==> src/rtl/fft16_input_loader.sv <==
`default_nettype none
// ============================================================================
// Module   : fft16_input_loader
// Brief    : Serial-to-parallel loader that gathers 16 complex samples into a
//            frame and presents all lanes at once to a radix-4 first stage.
//            Optional macro FFT16_LOADER_PINGPONG_EN selects a two-bank
//            ping-pong buffer; otherwise a single FILL/HOLD bank is used.
// Revision : 1.0 - initial release
// ============================================================================
module fft16_input_loader (
    input  logic         clk,
    input  logic         rst,
    input  logic         in_valid,
    output logic         in_ready,
    input  logic         in_sof,
    input  logic [15:0]  in_re,
    input  logic [15:0]  in_im,
    output logic         out_valid,
    input  logic         out_ready,
    output logic [255:0] out_re,
    output logic [255:0] out_im,
    output logic         frame_err
);

    localparam logic [3:0] LAST_IDX = 4'd15;

    logic [3:0] wr_idx;
    logic       write;
    logic       read;
    logic       complete;
    logic [3:0] lane;

    assign write    = in_valid & in_ready;
    assign read     = out_valid & out_ready;
    // A start-of-frame write always lands in lane 0, so it never completes a frame.
    assign lane     = in_sof ? 4'd0 : wr_idx;
    assign complete = write & ~in_sof & (wr_idx == LAST_IDX);

    // Write index tracking and truncated-frame error pulse.
    always_ff @(posedge clk or posedge rst) begin
        if (rst) begin
            wr_idx    <= 4'd0;
            frame_err <= 1'b0;
        end else begin
            frame_err <= write & in_sof & (wr_idx != 4'd0);
            if (write) begin
                wr_idx <= in_sof ? 4'd1 : wr_idx + 4'd1;
            end
        end
    end

`ifdef FFT16_LOADER_PINGPONG_EN

    logic [15:0] bank_re [2][16];
    logic [15:0] bank_im [2][16];
    logic [1:0]  full;
    logic [1:0]  full_nxt;
    logic        fill_sel;
    logic        rd_sel;
    logic        rd_sel_nxt;

    // Next bank occupancy: a read frees the presented bank, a completion fills the other.
    always_comb begin
        full_nxt = full;
        if (read) begin
            full_nxt[rd_sel] = 1'b0;
        end
        if (complete) begin
            full_nxt[fill_sel] = 1'b1;
        end
        rd_sel_nxt = rd_sel ^ read;
    end

    // Bank bookkeeping; handshake outputs come straight from registers.
    always_ff @(posedge clk or posedge rst) begin
        if (rst) begin
            full      <= 2'b00;
            fill_sel  <= 1'b0;
            rd_sel    <= 1'b0;
            out_valid <= 1'b0;
            in_ready  <= 1'b0;
        end else begin
            full      <= full_nxt;
            fill_sel  <= fill_sel ^ complete;
            rd_sel    <= rd_sel_nxt;
            out_valid <= full_nxt[rd_sel_nxt];
            in_ready  <= ~(&full_nxt);
        end
    end

    // Sample storage; the filling bank is never the presented full bank.
    always_ff @(posedge clk or posedge rst) begin
        if (rst) begin
            for (int b = 0; b < 2; b++) begin
                for (int k = 0; k < 16; k++) begin
                    bank_re[b][k] <= 16'd0;
                    bank_im[b][k] <= 16'd0;
                end
            end
        end else if (write) begin
            bank_re[fill_sel][lane] <= in_re;
            bank_im[fill_sel][lane] <= in_im;
        end
    end

    for (genvar k = 0; k < 16; k++) begin : g_lane
        assign out_re[16*k +: 16] = bank_re[rd_sel][k];
        assign out_im[16*k +: 16] = bank_im[rd_sel][k];
    end

`else

    typedef enum logic [0:0] {
        ST_FILL = 1'b0,
        ST_HOLD = 1'b1
    } state_t;

    state_t      state;
    logic [15:0] bank_re [16];
    logic [15:0] bank_im [16];

    // FILL accepts samples until completion; HOLD presents the frame until read.
    always_ff @(posedge clk or posedge rst) begin
        if (rst) begin
            state     <= ST_FILL;
            in_ready  <= 1'b0;
            out_valid <= 1'b0;
        end else begin
            case (state)
                ST_FILL: begin
                    in_ready  <= 1'b1;
                    out_valid <= 1'b0;
                    if (complete) begin
                        state     <= ST_HOLD;
                        in_ready  <= 1'b0;
                        out_valid <= 1'b1;
                    end
                end
                ST_HOLD: begin
                    if (read) begin
                        state     <= ST_FILL;
                        in_ready  <= 1'b1;
                        out_valid <= 1'b0;
                    end
                end
                default: begin
                    state     <= ST_FILL;
                    in_ready  <= 1'b0;
                    out_valid <= 1'b0;
                end
            endcase
        end
    end

    // Sample storage for the single bank.
    always_ff @(posedge clk or posedge rst) begin
        if (rst) begin
            for (int k = 0; k < 16; k++) begin
                bank_re[k] <= 16'd0;
                bank_im[k] <= 16'd0;
            end
        end else if (write) begin
            bank_re[lane] <= in_re;
            bank_im[lane] <= in_im;
        end
    end

    for (genvar k = 0; k < 16; k++) begin : g_lane
        assign out_re[16*k +: 16] = bank_re[k];
        assign out_im[16*k +: 16] = bank_im[k];
    end

`endif

endmodule
`default_nettype wire

==> config.mk <==
export PLATFORM = sky130hd
export DESIGN_NAME = fft16_input_loader
export DESIGN_NICKNAME = d
export VERILOG_FILES = /design/src/rtl/fft16_input_loader.sv
export SDC_FILE = /design/constraint.sdc
export NUM_CORES = 1
export LEC_CHECK = 0
export CORE_MARGIN = 5
export CORE_UTILIZATION = 48
export DETAILED_ROUTE_END_ITERATION = 16
export HOLD_SLACK_MARGIN = 0.05
export PLACE_DENSITY_LB_ADDON = 0.08
export SETUP_SLACK_MARGIN = 0.2
export SYNTH_ARGS = -nofsm -noshare
export SYNTH_HDL_FRONTEND = slang
export SYNTH_SLANG_ARGS = --single-unit
==> constraint.sdc <==
create_clock -name clk -period 21.5 [get_ports clk]
set_clock_uncertainty 0.1 [all_clocks]
set_input_delay 4.3 -clock clk [delete_from_list [all_inputs] [get_ports clk]]
set_output_delay 4.3 -clock clk [all_outputs]
set_load 0.05 [all_outputs]
==> results of run 1 <==
==> layer usage <==
metal,up-vias,GRT usage (%)
li1,5167,-
met5,-,0
met4,0,8.60
met2,387,43.5
met1,6447,32.9
met3,93,9.53
==> cell usage after synthesis <==
| cell type | count |
|---|---|
| a21oi_1 | 2 |
| a221o_1 | 1 |
| and2_1 | 1 |
| and2b_1 | 2 |
| and3_1 | 1 |
| and3b_1 | 1 |
| and4_1 | 1 |
| and4bb_2 | 1 |
| buf_2 | 46 |
| buf_4 | 5 |
| buf_6 | 4 |
| clkbuf_1 | 32 |
| dfrtp_1 | 520 |
| ha_1 | 2 |
| inv_1 | 3 |
| mux2_1 | 20 |
| mux2_2 | 493 |
| nand2_1 | 11 |
| nand3_1 | 4 |
| nand3_2 | 2 |
| nand3b_1 | 1 |
| nand4_1 | 2 |
| nand4_4 | 3 |
| nand4b_1 | 1 |
| nor2_1 | 3 |
| nor2_8 | 1 |
| nor2b_1 | 1 |
| nor4_1 | 1 |
| nor4_4 | 1 |
| nor4b_2 | 1 |
| o21a_1 | 1 |
| o21ai_0 | 3 |
| o21ai_1 | 1 |
==> cell type report <==
cell class,instances,area (µm²),share of cell area (%)
inverter,3,18.8,0.0692
tap,532,666,2.45
timing repair buffer,560,5600,20.6
sequential,520,13000,48.0
clock buffer,78,1560,5.75
multi-input combinational,562,6190,22.8
antenna,1,2.50,0.00922
clock inverter,12,87.6,0.323
==> cell families (layout without fill, tap and decap cells) <==
logic type | after synthesis | after routing | share of synthesized area [%]
compound gates | 8 | 8 | 0.242
fa+ha+maj | 2 | 2 | 0.128
buf+inv | 90 | 653 | 2.26
flops | 520 | 520 | 66.3
mux | 513 | 513 | 29.4
other cells | 0 | 1 | 0
simple gates | 39 | 39 | 1.59
==> power groups by stage <==
stage	sequential [mW]	combinational (mW)	clock [mW]
final	1.46	2.23	0.876
after global routing	1.50	2.30	0.936
after CTS	1.46	2.25	0.896
after detailed placement	1.48	2.25	0
after global placement	1.46	2.24	0
after floorplan	2.56	0.322	0
==> worst max path at each step <==
stage	end
after floorplan	frame_err
after global placement	out_im[148]
after detailed placement	out_im[148]
after CTS	out_im[24]
after global routing	out_im[150]
final	out_im[40]
==> metrics by stage <==
step / cell area (µm²) / setup slack, ns / total power, mW / utilization (%) / hold WS [ns]
2_1_floorplan: 19600 / 2.57 / 2.88 / - / 0.369
3_3_place_gp: 25500 / 13.11 / 3.70 / 62.7 / 0.370
3_5_place_dp: 25500 / 13.06 / 3.72 / 62.7 / 0.381
4_1_cts: 27100 / 13.70 / 4.61 / 66.8 / 0.398
5_1_grt: 27100 / 13.18 / 4.74 / 66.8 / 0.410
6_report: 27100 / 13.80 / 4.57 / 66.8 / 0.394
==> critical path, cell delays in order <==
cell and delay (ns):
clkdlybuf4s50_1 0.51, inv_8 0.65, buf_12 0.66, buf_4 0.81
buf_4 0.82
==> registers in the layout, indices dropped and copies added, names as in the netlist <==
name,flops
out_im,256
in_ready,1
frame_err,1
wr_idx,4
state,1
out_re,256
out_valid,1
==> run metrics, run 1 <==
WL met1 23200 µm; Crit path arrival time 8.19 ns; synth unique cells 33; area leader, netlist dfrtp_1; commonest non-fill, non-tap cells in the layout 551 x clkdlybuf4s50_1, 520 x dfrtp_1, 493 x mux2_2; CTS tree done; postcts setup bufs 0; CP Max Fanout 180; internal power 2.55 mW; antenna-violating nets left 0; RSZ-0062 raised after global routing false; critical setup path kind in -> async; drt pass-1 iters 4; Post-Syn Instances 1172; synthesis-stage register bit count 520; routed via count 12094; Layout Nets 1737; Ports 552; first-pass GRT wire length 88300 µm; final WL 60100 µm; routed vias/inst 5.33; cells on worst reg2reg path 3; Crit path required time 21.99 ns; placed insts 2177; reg2reg end out_re[225]; largest net degree at the start of global routing 181; Yosys Warn Count 0; fin crit period 7.70 ns; die area 45000 µm²; root buffer cell clkbuf_16; Clk pwr share 19.2%; Post-Syn Nets 1211; number of buffers created by CTS 51; maximum clock rate 0.130 GHz; dpl hpwl 41400 µm; Post-Syn Area 19600 µm²; DIE WIDTH 212 µm; layout cells sized above 1 34.5%; Crit. Startpoint rst; initial DRC count 563; worst vdd ir 108 µV; Fin Setup TNS 0 ns; # hold bufs at CTS 0; crit path capture type async pin; min-delay worst type reg -> reg; top cells by area, synth dfrtp_1 66%, mux2_2 28%, buf_2 1.2%; initial antenna violation count 1; outcome completed; Tcrit/Tclk final 35.8%; slew at the pin closest to its max-slew limit 1.14 ns; Total GRT Usage 26.4%; sequential element share of the synthesized area 66.3%; Min-Delay Path Depth 1; max layer used met4; Reg clk slew, reported paths 0.06 ns; Met2 Routed Length 29500 µm; combinational share of power 48.9%; DIE HEIGHT 212 µm; vias in the first global route 12814; Synth-to-Final Area Change 38.3%; Remaining DRCs 0; Final Hold Fails 0; Fillers 3024; Syn Area/Cell 16.7 µm²; CORE AREA 40600 µm²; worst r2r src wr_idx[3]; CP startpoint kind input port; H-tree Lvls 2; CTS resizes 0; Switch Pwr 2.02 mW; Setup-failing EPs final 0; final std cells w/o fill 2268; Reg power frac 32.0%; Sw Share 44.2%; hold path endpoint out_re[61]; r2r setup slk 18.52 ns; most common cell after layout, fill and taps aside clkdlybuf4s50_1; TritonCTS Sinks 520; Buffers on Ports 551; post-synth top area share 66.3%; P per Cell Area 169 nW/µm²; Skew-Pair Late Insertion Delay 0.59 ns; remaining global-route overflow 0; number of max-cap violations 0; Initial Utilization 48.3%; wire length on met3 5550 µm; Final GP Congestion 0.785; leak pwr 12.6 nW; FP Rows 74; Max-slew headroom 24.0%; routed len/inst 26.5 µm; Clock Path Buffers 3; hold path startpoint out_re[61]; Max Slew Vio Count 0
No activity file was read; power rests on OpenSTA's default activity.
==> run 2, diff against run 1 <==
Settings changed: CORE_UTILIZATION 48 to 43.
Clock period 21.5 ns to 7 ns, I/O delays scaled along.
==> run metrics, run 2 (synthesis gave the netlist of run 1 again) <==
min-delay worst type reg -> reg; worst r2r src wr_idx[3]; routed vias/inst 5.20; Skew-Pair Late Insertion Delay 0.58 ns; # hold bufs at CTS 0; Design Area, Final 27400 µm²; routed len/inst 27.1 µm; critical path cell sequence clkdlybuf4s50_1, and3_1, nand3_2, mux2_1; DIE HEIGHT 224 µm; DIE WIDTH 224 µm; Setup-failing EPs final 0; Clock Path Buffers 3; Final Hold Fails 0; commonest non-fill, non-tap cells in the layout 551 x clkdlybuf4s50_1, 520 x dfrtp_1, 493 x mux2_2; number of max-cap violations 0; Final GP Congestion 0.796; max incr delay on CP 0.92 ns; CP startpoint kind input port; Max Slew Vio Count 0; Total GRT Usage 24.9%; largest net degree at the start of global routing 170; initial DRC count 580; final WL 63500 µm; Power Total 14.3 mW; cells on worst reg2reg path 3; first-pass GRT wire length 92900 µm; Max-slew headroom 21.8%; Min-Delay Path Depth 1; H-tree Lvls 2; FP Rows 78; Synth-to-Final Area Change 39.8%; hold path endpoint out_re[114]; reg2reg end out_re[237]; CTS tree done; P per Cell Area 521 nW/µm²; Layout Nets 1742; postcts setup bufs 0; root buffer cell clkbuf_16; most common cell after layout, fill and taps aside clkdlybuf4s50_1; layout cells sized above 1 35.0%; Crit path required time 7.36 ns; Fillers 3605; Reg clk slew, reported paths 0.06 ns; drt pass-1 iters 4; hold path startpoint out_re[114]; die area 50000 µm²; Crit path arrival time 4.07 ns; Slowest cell on crit path nand3_2; Hold Slack 0.389 ns; Buffers on Ports 551; Fin Setup TNS 0 ns; routed via count 12194; r2r setup slk 4.16 ns; crit path capture type flop; Placed Area 25600 µm²; Initial Utilization 43.3%; fin crit period 3.72 ns; CTS resizes 0; Tcrit/Tclk final 53.1%; CP Max Fanout 32; number of buffers created by CTS 54; antenna-violating nets left 0; CORE AREA 45300 µm²; Ports 552; remaining global-route overflow 0; maximum clock rate 0.269 GHz; vias in the first global route 12992; slew at the pin closest to its max-slew limit 1.17 ns; RSZ-0062 raised after global routing false; critical setup path kind in -> reg; leak pwr 12.6 nW; final std cells w/o fill 2347; initial antenna violation count 1; worst vdd ir 315 µV; dpl hpwl 43900 µm; outcome completed; placed insts 2247; Remaining DRCs 0; TritonCTS Sinks 520
-- run 2: layer usage --
metal	global-route usage [%]	vias to the layer above	wire length [µm]
met5	0	-	0
met4	7.63	0	2000
met3	9.23	90	5650
met2	41.7	398	31300
met1	30.4	6497	24600
li1	-	5209	-
-- run 2: power breakdown --
part	internal, mW	switching [mW]
Sequential	3.97	0.520
Clock	1.71	1.18
Combinational	2.30	4.60
Total	7.98	6.30
-- run 2: worst max-delay path, delay by kind of cell --
family / cells / cell delay [ns]
buf+inv: 1 / 0.55
mux: 1 / 0.64
simple gates: 2 / 1.45
-- run 2: area by class of cell --
cell class | instances | area, µm² | share of cell area, %
Clock buffer | 85 | 1710 | 6.24
Sequential cell | 520 | 13000 | 47.5
Tap cell | 600 | 751 | 2.74
Clock inverter | 14 | 100 | 0.365
Multi-Input combinational cell | 562 | 6190 | 22.6
Inverter | 3 | 15.0 | 0.0548
Antenna cell | 1 | 2.50 | 0.00913
Timing Repair Buffer | 562 | 5640 | 20.6
-- run 2: stage by stage --
| step | util (%) | worst slack [ns] |
|---|---|---|
| after floorplan | - | -1.56 |
| after global placement | 56.5 | 2.74 |
| after detailed placement | 56.5 | 2.67 |
| after CTS | 60.5 | 3.28 |
| after global routing | 60.6 | 3.11 |
| final | 60.6 | 3.28 |
-- run 2: worst max-delay path by stage --
stage | start | endpoint | slack [ns] | cells past startpoint
after floorplan | rst | frame_err | -1.56 | 1
after global placement | in_valid | out_re[238] | 2.74 | 4
after detailed placement | in_valid | out_re[225] | 2.67 | 4
after CTS | in_valid | out_re[237] | 3.28 | 4
after global routing | in_valid | out_re[237] | 3.11 | 4
final | in_valid | out_re[237] | 3.28 | 4
==> run 3, diff against run 2 <==
Clock period 7 ns to 3.1 ns, I/O delays scaled along.
==> run metrics, run 3 (synthesis gave the netlist of run 1 again) <==
outcome completed; Total GRT Usage 25.0%; Buffers on Ports 551; slew at the pin closest to its max-slew limit 0.957 ns; CTS tree done; Synth-to-Final Area Change 41.4%; Max Slew Vio Count 0; final std cells w/o fill 2377; Remaining DRCs 0; antenna-violating nets left 0; H-tree Lvls 2; Final GP Congestion 0.801; FP Rows 78; Clock Path Buffers 3; remaining global-route overflow 0; Initial Utilization 43.3%; Clk pwr share 19.8%; Skew-Pair Late Insertion Delay 0.59 ns; Ports 552; initial antenna violation count 1; worst r2r src wr_idx[0]; placed insts 2277; Layout Nets 1773; min-delay worst type in -> async; layout cells sized above 1 35.8%; Sw Share 44.3%; critical path cell sequence clkdlybuf4s50_1; CTS resizes 0; most common cell after layout, fill and taps aside clkdlybuf4s50_1; WP buf/inv 1; CP Max Fanout 7; CORE AREA 45300 µm²; first-pass GRT wire length 93000 µm; max incr delay on CP 0.89 ns; Reg power frac 31.6%; routed len/inst 26.7 µm; root buffer cell clkbuf_16; worst vdd ir 697 µV; drt pass-1 iters 4; Slowest cell on crit path clkdlybuf4s50_1; reg2reg end out_re[10]; Final Hold Fails 0; Crit path required time 2.38 ns; P per Cell Area 1160 nW/µm²; TritonCTS Sinks 520; RSZ-0062 raised after global routing false; largest net degree at the start of global routing 125; CP startpoint kind flop; Top delay family on crit path buffers and inverters; combinational share of power 48.7%; DIE HEIGHT 224 µm; Tcrit/Tclk final 85.7%; die area 50000 µm²; routed via count 12251; crit path capture type output port; routed vias/inst 5.15; leak pwr 12.8 nW; Reg clk slew, reported paths 0.06 ns; Max-slew headroom 36.0%; final WL 63500 µm; Layout Utilization 61.3%; cells on worst reg2reg path 4; Hold Slack 0.241 ns; maximum clock rate 0.377 GHz; Switch Pwr 14.2 mW; dpl hpwl 45100 µm; commonest non-fill, non-tap cells in the layout 551 x clkdlybuf4s50_1, 520 x dfrtp_1, 493 x mux2_2; vias in the first global route 12943; # hold bufs at CTS 0; Crit path arrival time 1.94 ns; number of buffers created by CTS 55; r2r setup slk 0.81 ns; Setup-failing EPs final 0; initial DRC count 541; DIE WIDTH 224 µm; fin crit period 2.66 ns; critical setup path kind reg -> out; number of max-cap violations 0; internal power 17.9 mW; postcts setup bufs 0
==> run 3: changes by cell type in the layout (fill, tap and decap cells not counted), sizes merged <==
cell / change
inv: +1
buf: +30
diode: +2
clkbuf: -1
clkinv: -2
==> run 3: how the worst max path moves through the flow <==
stage / start / endpoint / slack, ns / cells after the start
floorplan: rst / frame_err / -4.68 / 1
global placement: in_valid / out_im[249] / 0.37 / 5
detailed placement: in_valid / out_im[249] / 0.33 / 5
CTS: in_ready / in_ready / 0.39 / 1
global route: in_ready / in_ready / 0.37 / 1
finish: in_ready / in_ready / 0.44 / 1
==> run 3: cell type report <==
type                    instances  area (µm²)
clock inverters                13         110
flip-flops and latches        520       13000
diodes                          3        7.51
multi-input cells             562        6190
repair buffers                592        6010
fillers                      3513       17500
inverters                       3        15.0
well taps                     600         751
clock buffers                  84        1650
==> run 3: stage by stage <==
stage          cell area [µm²]  setup TNS [ns]  total power, mW  setup WS, ns
5_1_grt                  27700               0             33.3         0.368
2_1_floorplan            19600        -2435.80             20.0         -4.68
6_report                 27700               0             32.2         0.444
4_1_cts                  27700               0             32.5         0.387
3_5_place_dp             26000               0             26.0         0.331
3_3_place_gp             26000               0             25.8         0.372
==> run 3: power by group through the flow <==
stage               clock network, mW  logic (mW)  registers [mW]
global placement                    0        15.7            10.1
CTS                              6.54        15.8            10.2
floorplan                           0        2.23            17.8
detailed placement                  0        15.7            10.2
finish                           6.36        15.6            10.2
global route                     6.82        16.1            10.4
==> run 3: layer usage <==
| metal | part of all wire, % | vias up | GRT usage [%] |
|---|---|---|---|
| li1 | - | 5282 | - |
| met1 | 40 | 6504 | 31.3 |
| met2 | 49 | 372 | 40.9 |
| met3 | 8.4 | 93 | 8.41 |
| met4 | 3.3 | 0 | 8.48 |
| met5 | 0 | - | 0 |
